$ cat src/rtl/msi_cpu_request_sequencer.sv
// Per-line MSI sequencer: holds the line-state array, drives the CPU-request controller,
// and runs bus announce / write-back / refill before committing the new state.
module msi_cpu_request_sequencer #(
  parameter int INDEX_BITS = 4
) (
  input  logic                  clk,
  input  logic                  rst_n,
  input  logic                  req_valid,
  output logic                  req_ready,
  input  logic                  req_write,
  input  logic [INDEX_BITS-1:0] req_index,
  input  logic                  req_tag_match,
  output logic                  cpu_write_hit,
  output logic                  cpu_read_hit,
  output logic                  cpu_write_miss,
  output logic                  cpu_read_miss,
  output logic [1:0]            state_in,
  input  logic [1:0]            ctrl_state_next,
  input  logic                  ctrl_write_back,
  output logic                  bus_valid,
  output logic [1:0]            bus_op,
  output logic                  mem_wb_req,
  input  logic                  mem_wb_ack,
  output logic                  mem_fill_req,
  input  logic                  mem_fill_ack,
  output logic                  done,
  output logic                  error,
  output logic [1:0]            line_state
);

  localparam logic [1:0] ST_INVALID = 2'b00;
  localparam logic [1:0] ST_SHARED  = 2'b10;
  localparam logic [1:0] ST_ERROR   = 2'b11;
  localparam logic [1:0] OP_INVAL   = 2'b00;
  localparam logic [1:0] OP_WMISS   = 2'b01;
  localparam logic [1:0] OP_RMISS   = 2'b10;

  typedef enum logic [2:0] {
    S_IDLE, S_LOOKUP, S_BUS, S_WB, S_FILL, S_UPDATE
  } fsm_t;

  fsm_t state, state_nx;

  logic [1:0]            lines [2**INDEX_BITS];
  logic                  lat_write, lat_hit, lat_err, lat_wb;
  logic [INDEX_BITS-1:0] lat_index;
  logic [1:0]            lat_next, lat_op;
  logic [1:0]            cur_state;
  logic                  bus_need;
  logic [1:0]            op_sel;

  assign cur_state = lines[lat_index];
  // A hit needs the bus only to invalidate other sharers on a write.
  assign bus_need  = lat_hit ? (lat_write && (cur_state == ST_SHARED)) : 1'b1;
  assign op_sel    = lat_hit ? OP_INVAL : (lat_write ? OP_WMISS : OP_RMISS);

  always_ff @(posedge clk or negedge rst_n) begin
    if (!rst_n) begin
      state     <= S_IDLE;
      lat_write <= 1'b0;
      lat_hit   <= 1'b0;
      lat_err   <= 1'b0;
      lat_wb    <= 1'b0;
      lat_index <= '0;
      lat_next  <= ST_INVALID;
      lat_op    <= OP_INVAL;
      for (int i = 0; i < 2**INDEX_BITS; i++) lines[i] <= ST_INVALID;
    end else begin
      state <= state_nx;
      if (req_valid && req_ready) begin
        lat_write <= req_write;
        lat_index <= req_index;
        lat_hit   <= req_tag_match && (lines[req_index] != ST_INVALID);
      end
      if (state == S_LOOKUP) begin
        lat_next <= ctrl_state_next;
        lat_wb   <= ctrl_write_back;
        lat_err  <= (ctrl_state_next == ST_ERROR);
        lat_op   <= op_sel;
      end
      if ((state == S_UPDATE) && !lat_err) lines[lat_index] <= lat_next;
    end
  end

  always_comb begin
    state_nx       = state;
    req_ready      = 1'b0;
    cpu_write_hit  = 1'b0;
    cpu_read_hit   = 1'b0;
    cpu_write_miss = 1'b0;
    cpu_read_miss  = 1'b0;
    state_in       = ST_INVALID;
    bus_valid      = 1'b0;
    bus_op         = OP_INVAL;
    mem_wb_req     = 1'b0;
    mem_fill_req   = 1'b0;
    done           = 1'b0;
    error          = 1'b0;
    line_state     = ST_INVALID;
    case (state)
      S_IDLE: begin
        // Held low while reset is asserted so nothing is offered mid-reset.
        req_ready = rst_n;
        if (req_valid && rst_n) state_nx = S_LOOKUP;
      end
      S_LOOKUP: begin
        cpu_write_hit  = lat_write & lat_hit;
        cpu_read_hit   = ~lat_write & lat_hit;
        cpu_write_miss = lat_write & ~lat_hit;
        cpu_read_miss  = ~lat_write & ~lat_hit;
        state_in       = cur_state;
        if (ctrl_state_next == ST_ERROR) state_nx = S_UPDATE;
        else if (bus_need)               state_nx = S_BUS;
        else                             state_nx = S_UPDATE;
      end
      S_BUS: begin
        bus_valid = 1'b1;
        bus_op    = lat_op;
        if (lat_wb)        state_nx = S_WB;
        else if (!lat_hit) state_nx = S_FILL;
        else               state_nx = S_UPDATE;
      end
      S_WB: begin
        mem_wb_req = 1'b1;
        if (mem_wb_ack) state_nx = lat_hit ? S_UPDATE : S_FILL;
      end
      S_FILL: begin
        mem_fill_req = 1'b1;
        if (mem_fill_ack) state_nx = S_UPDATE;
      end
      S_UPDATE: begin
        done       = 1'b1;
        error      = lat_err;
        line_state = lat_err ? ST_ERROR : lat_next;
        state_nx   = S_IDLE;
      end
      default: state_nx = S_IDLE;
    endcase
  end

endmodule

$ cat config.mk
export PLATFORM = sky130hd
export DESIGN_NAME = msi_cpu_request_sequencer
export DESIGN_NICKNAME = d
export VERILOG_FILES = /design/src/rtl/msi_cpu_request_sequencer.sv
export SDC_FILE = /design/constraint.sdc
export NUM_CORES = 1
export LEC_CHECK = 0
export ABC_AREA = 0
export CAP_MARGIN = 20
export CORE_MARGIN = 3
export CORE_UTILIZATION = 37
export CTS_CLUSTER_SIZE = 20
export DETAILED_ROUTE_END_ITERATION = 6
export PLACE_DENSITY = 0.55
export SETUP_SLACK_MARGIN = 0.5
export SYNTH_ARGS = -nofsm -noshare
export SYNTH_HDL_FRONTEND = slang
export SYNTH_SLANG_ARGS = --single-unit
$ cat constraint.sdc
create_clock -name clk -period 5.9 [get_ports clk]
set_input_delay 0.59 -clock clk [delete_from_list [all_inputs] [get_ports clk]]
set_output_delay 0.59 -clock clk [all_outputs]
set_load 0.03 [all_outputs]
* Yosys cells after proc, flatten, opt, wreduce, memory -nomap -nowiden *
Index checks and enable logic that the tools add are counted.

storage, ports and cells
  flip-flop bits (word level) = 47
  latch bits = 0
  memory bits (writable) = 0
  bits in read-only memories = 0
  input port bits = 14
  output and inout bits = 16
  logic and storage cells = 89
  memories = 0

operators by class
  add/subtract/negate cells = 0
  $mul = 0
  divide/modulo/power cells = 0
  $lt $le $gt $ge = 3
  eq/ne operators = 10
  shifts and indexed selects = 0
  mux-type cells = 34
  bitwise logic cells = 8
  reductions and logical operators = 10

operators by type and width
  cell                                                                          count
  32-bit bitwise mux                                                            1
  2-bit 2-to-1 mux                                                              11
  3-bit 2-to-1 mux                                                              6
  2-bit binary-select mux with 4-bit select                                     2
  3-bit case mux with 5 select lines                                            1
  1-bit 2-to-1 mux                                                              12
  5-bit greater-or-equal comparator, second input constant                      2
  4-bit NOT with 5-bit output                                                   2
  2-bit demux with 4-bit select                                                 1
  3-bit by 2-bit == test with 1-bit output, second input constant               2
  3-bit == test, second input constant                                          2
  1-bit logical AND                                                             6
  2-bit inequality test, second input constant                                  3
  5-bit by 1-bit less-than comparator with 1-bit output, second input constant  1
  1-bit AND                                                                     4
  2-bit == test, second input constant                                          2
  3-bit by 1-bit == test with 1-bit output, second input constant               1
  3-bit logical NOT                                                             1
  3-bit AND reduction                                                           1
  1-bit NOT                                                                     2
  2-bit nonzero test                                                            1
  1-bit logical NOT                                                             1

* Depth between registers and ports, before layout *
  word-level depth = 10
  gate-level depth with buffers = 7
  depth with buffers taken out = 5

* Worst setup path after synthesis *
No wires, ideal clock.

  kind = flip-flop to output port
  start point = register state[0]
  end point = output cpu_read_miss
  arrival time = 1.892 ns
  data required time = 5.310 ns
  setup slack = 3.418 ns
  stages on the path, launching flop included = 5
  path buffers = 2
  cell sequence = dfrtp_1 clkbuf_1 or3b_1 clkbuf_1 nor3_1

on the way
  longest elaborated chain between the ends = 2

RTL lines
  item                                      RTL line  source
  start, declared                           42        fsm_t state, state_nx;
  start signal, assigned                    69        state <= state_nx;
  3-bit by 1-bit == test with 1-bit output  100       case (state)
  1-bit 2-to-1 mux                          100
  end, declared                             16        output logic cpu_read_miss,

Every way passes these cells.

* Final worst setup path *
  start point = register lat_index[0]
  end point = output state_in[0]

on the way
  longest elaborated chain between the ends = 5

RTL lines
  item                                                 RTL line  source
  start, declared                                      46        logic [INDEX_BITS-1:0] lat_index;
  start signal, assigned                               72        lat_index <= req_index;
  4-bit NOT with 5-bit output (not written as such)    52        assign cur_state = lines[lat_index];
  2-bit binary-select mux with 4-bit select            52
  2-bit 2-to-1 mux (not written as such) (2 in a row)  52
  2-bit 2-to-1 mux                                     100
  end, declared                                        17        output logic [1:0] state_in,

Every way passes these cells. The select of a mux whose other input is x is not followed.

==> metrics.cfg <==
[run_status]
status = finished, final reports clean

[synth]
synth_area_leader_cell = dfrtp_1
synth_top_area_share_pct = 45.1
synth_nets = 257
yosysUniqueCellTypes = 42
synth_ff_type = dfrtp_1
synth_warnings = 0
async_flop_share_pct = 100
ys_top_cells_by_area = dfrtp_1 45%, mux2_2 14%, mux4_2 5.2%, nand2_1 4.2%, mux2_1 3.5%
syn_avg_cell_area_um2 = 10.7
netlist_area_um2 = 2600
ys_ff_latch = 47
synth_edf_count = 0
syn_inst = 243
yosysSeqAreaShare_pct = 45.1

[worst_setup_path]
rrSetupSlack_ns = 3.39
critPathCaptureType = output port
cp.arrival_ns = 2.89
critPathLaunch = lat_index[0]
critical_path.endpoint = state_in[0]
max_stage_delay_ns = 0.87
r2r_end = state[0]
cp_cell_sequence = mux4_2, a22oi_1, and3_1, nor2_1, clkdlybuf4s50_1
crit_type = reg2out
cp_slowest_cell = dfrtp_1
critical_path_required_ns = 5.31
path_max_fanout = 17
reg2reg_depth = 5
startpoint_type = register
worstReg2RegStart = lat_index[0]

[placed_design]
post-dp-hpwl_um = 4390
placed_cell_area_um2 = 2950
dp_cells = 351
port_buffers = 29
place.gp.congestion = 0.770
dp_slack_ns = 2.74

[sta]
clock_skew_ns = 0.00733
rsz0062_at_grt = no
hold_violations = 0
finalSetupViolations = 0
finalCriticalPeriod_ns = 3.48
tightest_slew_ns = 0.783
setup_tns_ns = 0
layout_setup_ws_ns = 2.42
hold_slack_ns = 0.378
period_share_pct = 58.9
maxSlewViolCount = 0
fmax_mhz = 288
maxSlewHeadroom_pct = 47.4

[cts]
clk_transition_reported_paths_ns = 0.09
cts_resized = 0
cts_hold_buf = 0
clk_path_buf_depth = 2
cts_buffers = 5
cts_tree = yes
clkSinkCount = 47
htree_levels = 2
clk_latency_ns = 0.29
cts_root_buf = clkbuf_8
cts_setup_buffers = 0

[final_layout]
fin_nets = 279
area_growth_pct = 17.0
fin_cells = 359
final_core_util_pct = 46.4
fin_area_um2 = 3050
drive_above_1_share_pct = 20.3
num_antenna_cells = 0

[detailed_routing]
viasPerCell = 5.24
finalWirelength_um = 6150
dr.pass1.iters = 4
drtIter0Drc = 106
vias = 1880
wl_per_cell_um = 17.1
final_antenna_net_count = 0
remaining_drc_errors = 0

[power_and_ir_drop]
p_sw_mw = 0.594
pwr-share-comb_pct = 39.4
seq_power_share_pct = 46.1
cell_internal_pwr_mw = 0.863
irDropWorstVdd_v = 0.000251
p_leak_nw = 1.33
p_clk_share_pct = 14.5
power_density_nw_per_um2 = 478
netSwitchingFraction_pct = 40.8
total_power_mw = 1.46

[global_routing]
grt_max_degree = 51
grt-ovfl-total = 0
grt_pass1_wl_um = 10200
grt_pass1_vias = 1918
antenna_found_initial = 0
grt_usage_pct = 15.6

[floorplanning]
die_w_um = 89.9
dieHeight_um = 89.9
start_util_pct = 39.7
design.core.area_um2 = 6570
ioPinCount = 30
row_count = 29
die-area_um2 = 8080

[min_path]
hold_path_class = in2async

[job]
cap_viol_max_count = 0

## per-layer routing
layer	vias up	part of all wire [%]	GRT usage (%)
met5	-	0	0
met4	0	0.47	2.68
met3	2	2.7	2.75
met2	26	45	24.2
met1	931	51	23.2
li1	921	-	-
## power by group through the flow
stage	sequential, mW	clock (mW)	combinational [mW]
after floorplan	0.526	0	0.533
after global placement	0.678	0	0.569
after detailed placement	0.677	0	0.577
after CTS	0.669	0.219	0.580
after global routing	0.696	0.232	0.628
final	0.671	0.211	0.575
## flip-flops by register name, indices dropped and copies added (netlist names)
name	cells
lat_op	2
state	3
lat_hit	1
lat_write	1
lat_next	2
lat_err	1
lat_index	4
lines	32
lat_wb	1
## worst max-delay path: cells and delay by family, from the launching register on
| kind | cells | cell delay [ns] |
|---|---|---|
| compound gates | 1 | 0.22 |
| buf+inv | 1 | 0.60 |
| flops | 1 | 0.87 |
| mux | 1 | 0.60 |
| simple gates | 2 | 0.30 |
## kinds of logic after synthesis
| family | after synthesis | synth area share [%] |
|---|---|---|
| AO/OA/AOI/OAI | 29 | 8.02 |
| AND/OR/NAND/NOR | 95 | 18.8 |
| multiplexers | 51 | 24.6 |
| flip-flops | 47 | 45.1 |
| buffers and inverters | 21 | 3.41 |
## worst min-delay path by stage
stage                            to  slack (ns)  cells after the start       from
after CTS                  state[0]        0.42                      2      rst_n
final                        lat_wb        0.38                      2      rst_n
after global placement    lat_op[0]        0.45                      1  lat_op[0]
after detailed placement  lat_op[0]        0.47                      1  lat_op[0]
after global routing         lat_wb        0.46                      2      rst_n
after floorplan             lat_err        0.29                      0      rst_n
## cell usage after synthesis, types with 2 or more instances
| cell type | n |
|---|---|
| dfrtp_1 | 47 |
| mux2_2 | 33 |
| nand2_1 | 29 |
| nor2_1 | 20 |
| nor3_1 | 13 |
| clkbuf_1 | 10 |
| mux2_1 | 8 |
| a21oi_1 | 7 |
| inv_1 | 6 |
| mux4_2 | 6 |
| nor2b_1 | 6 |
| nand3_1 | 5 |
| and2_1 | 4 |
| and3_1 | 4 |
| a211oi_1 | 3 |
| a21o_1 | 3 |
| mux2i_1 | 3 |
| nand2b_1 | 3 |
| o21ai_0 | 3 |
| a22oi_1 | 2 |
| buf_1 | 2 |
| buf_2 | 2 |
| nand3b_1 | 2 |
| nor3b_2 | 2 |
| nor4b_2 | 2 |
| o221ai_1 | 2 |
## layout by cell type, fill, tap and decap left out, types with 3 or more instances in the layout
cell type and n:
a21o_1 3, nor2b_1 6, dfrtp_1 47, a211oi_1 3, nand2_1 29, clkdlybuf4s50_1 28
nor3_1 13, and2_1 4, mux2_1 8, mux2_2 33, mux4_2 6, o21ai_0 3
and3_1 4, mux2i_1 3, a21oi_1 7, nand3_1 5, nor2_1 20, inv_1 6
nand2b_1 3, clkbuf_8 7
## area by class of cell
cell class / count / area, um^2
clock buffer: 8 / 100
fill: 624 / 3520
inverter: 6 / 22.5
multi-input combinational: 175 / 1340
sequential: 47 / 1180
tap: 93 / 116
timing repair buffer: 30 / 293
Note: power is estimated with default switching activity, not from simulation.
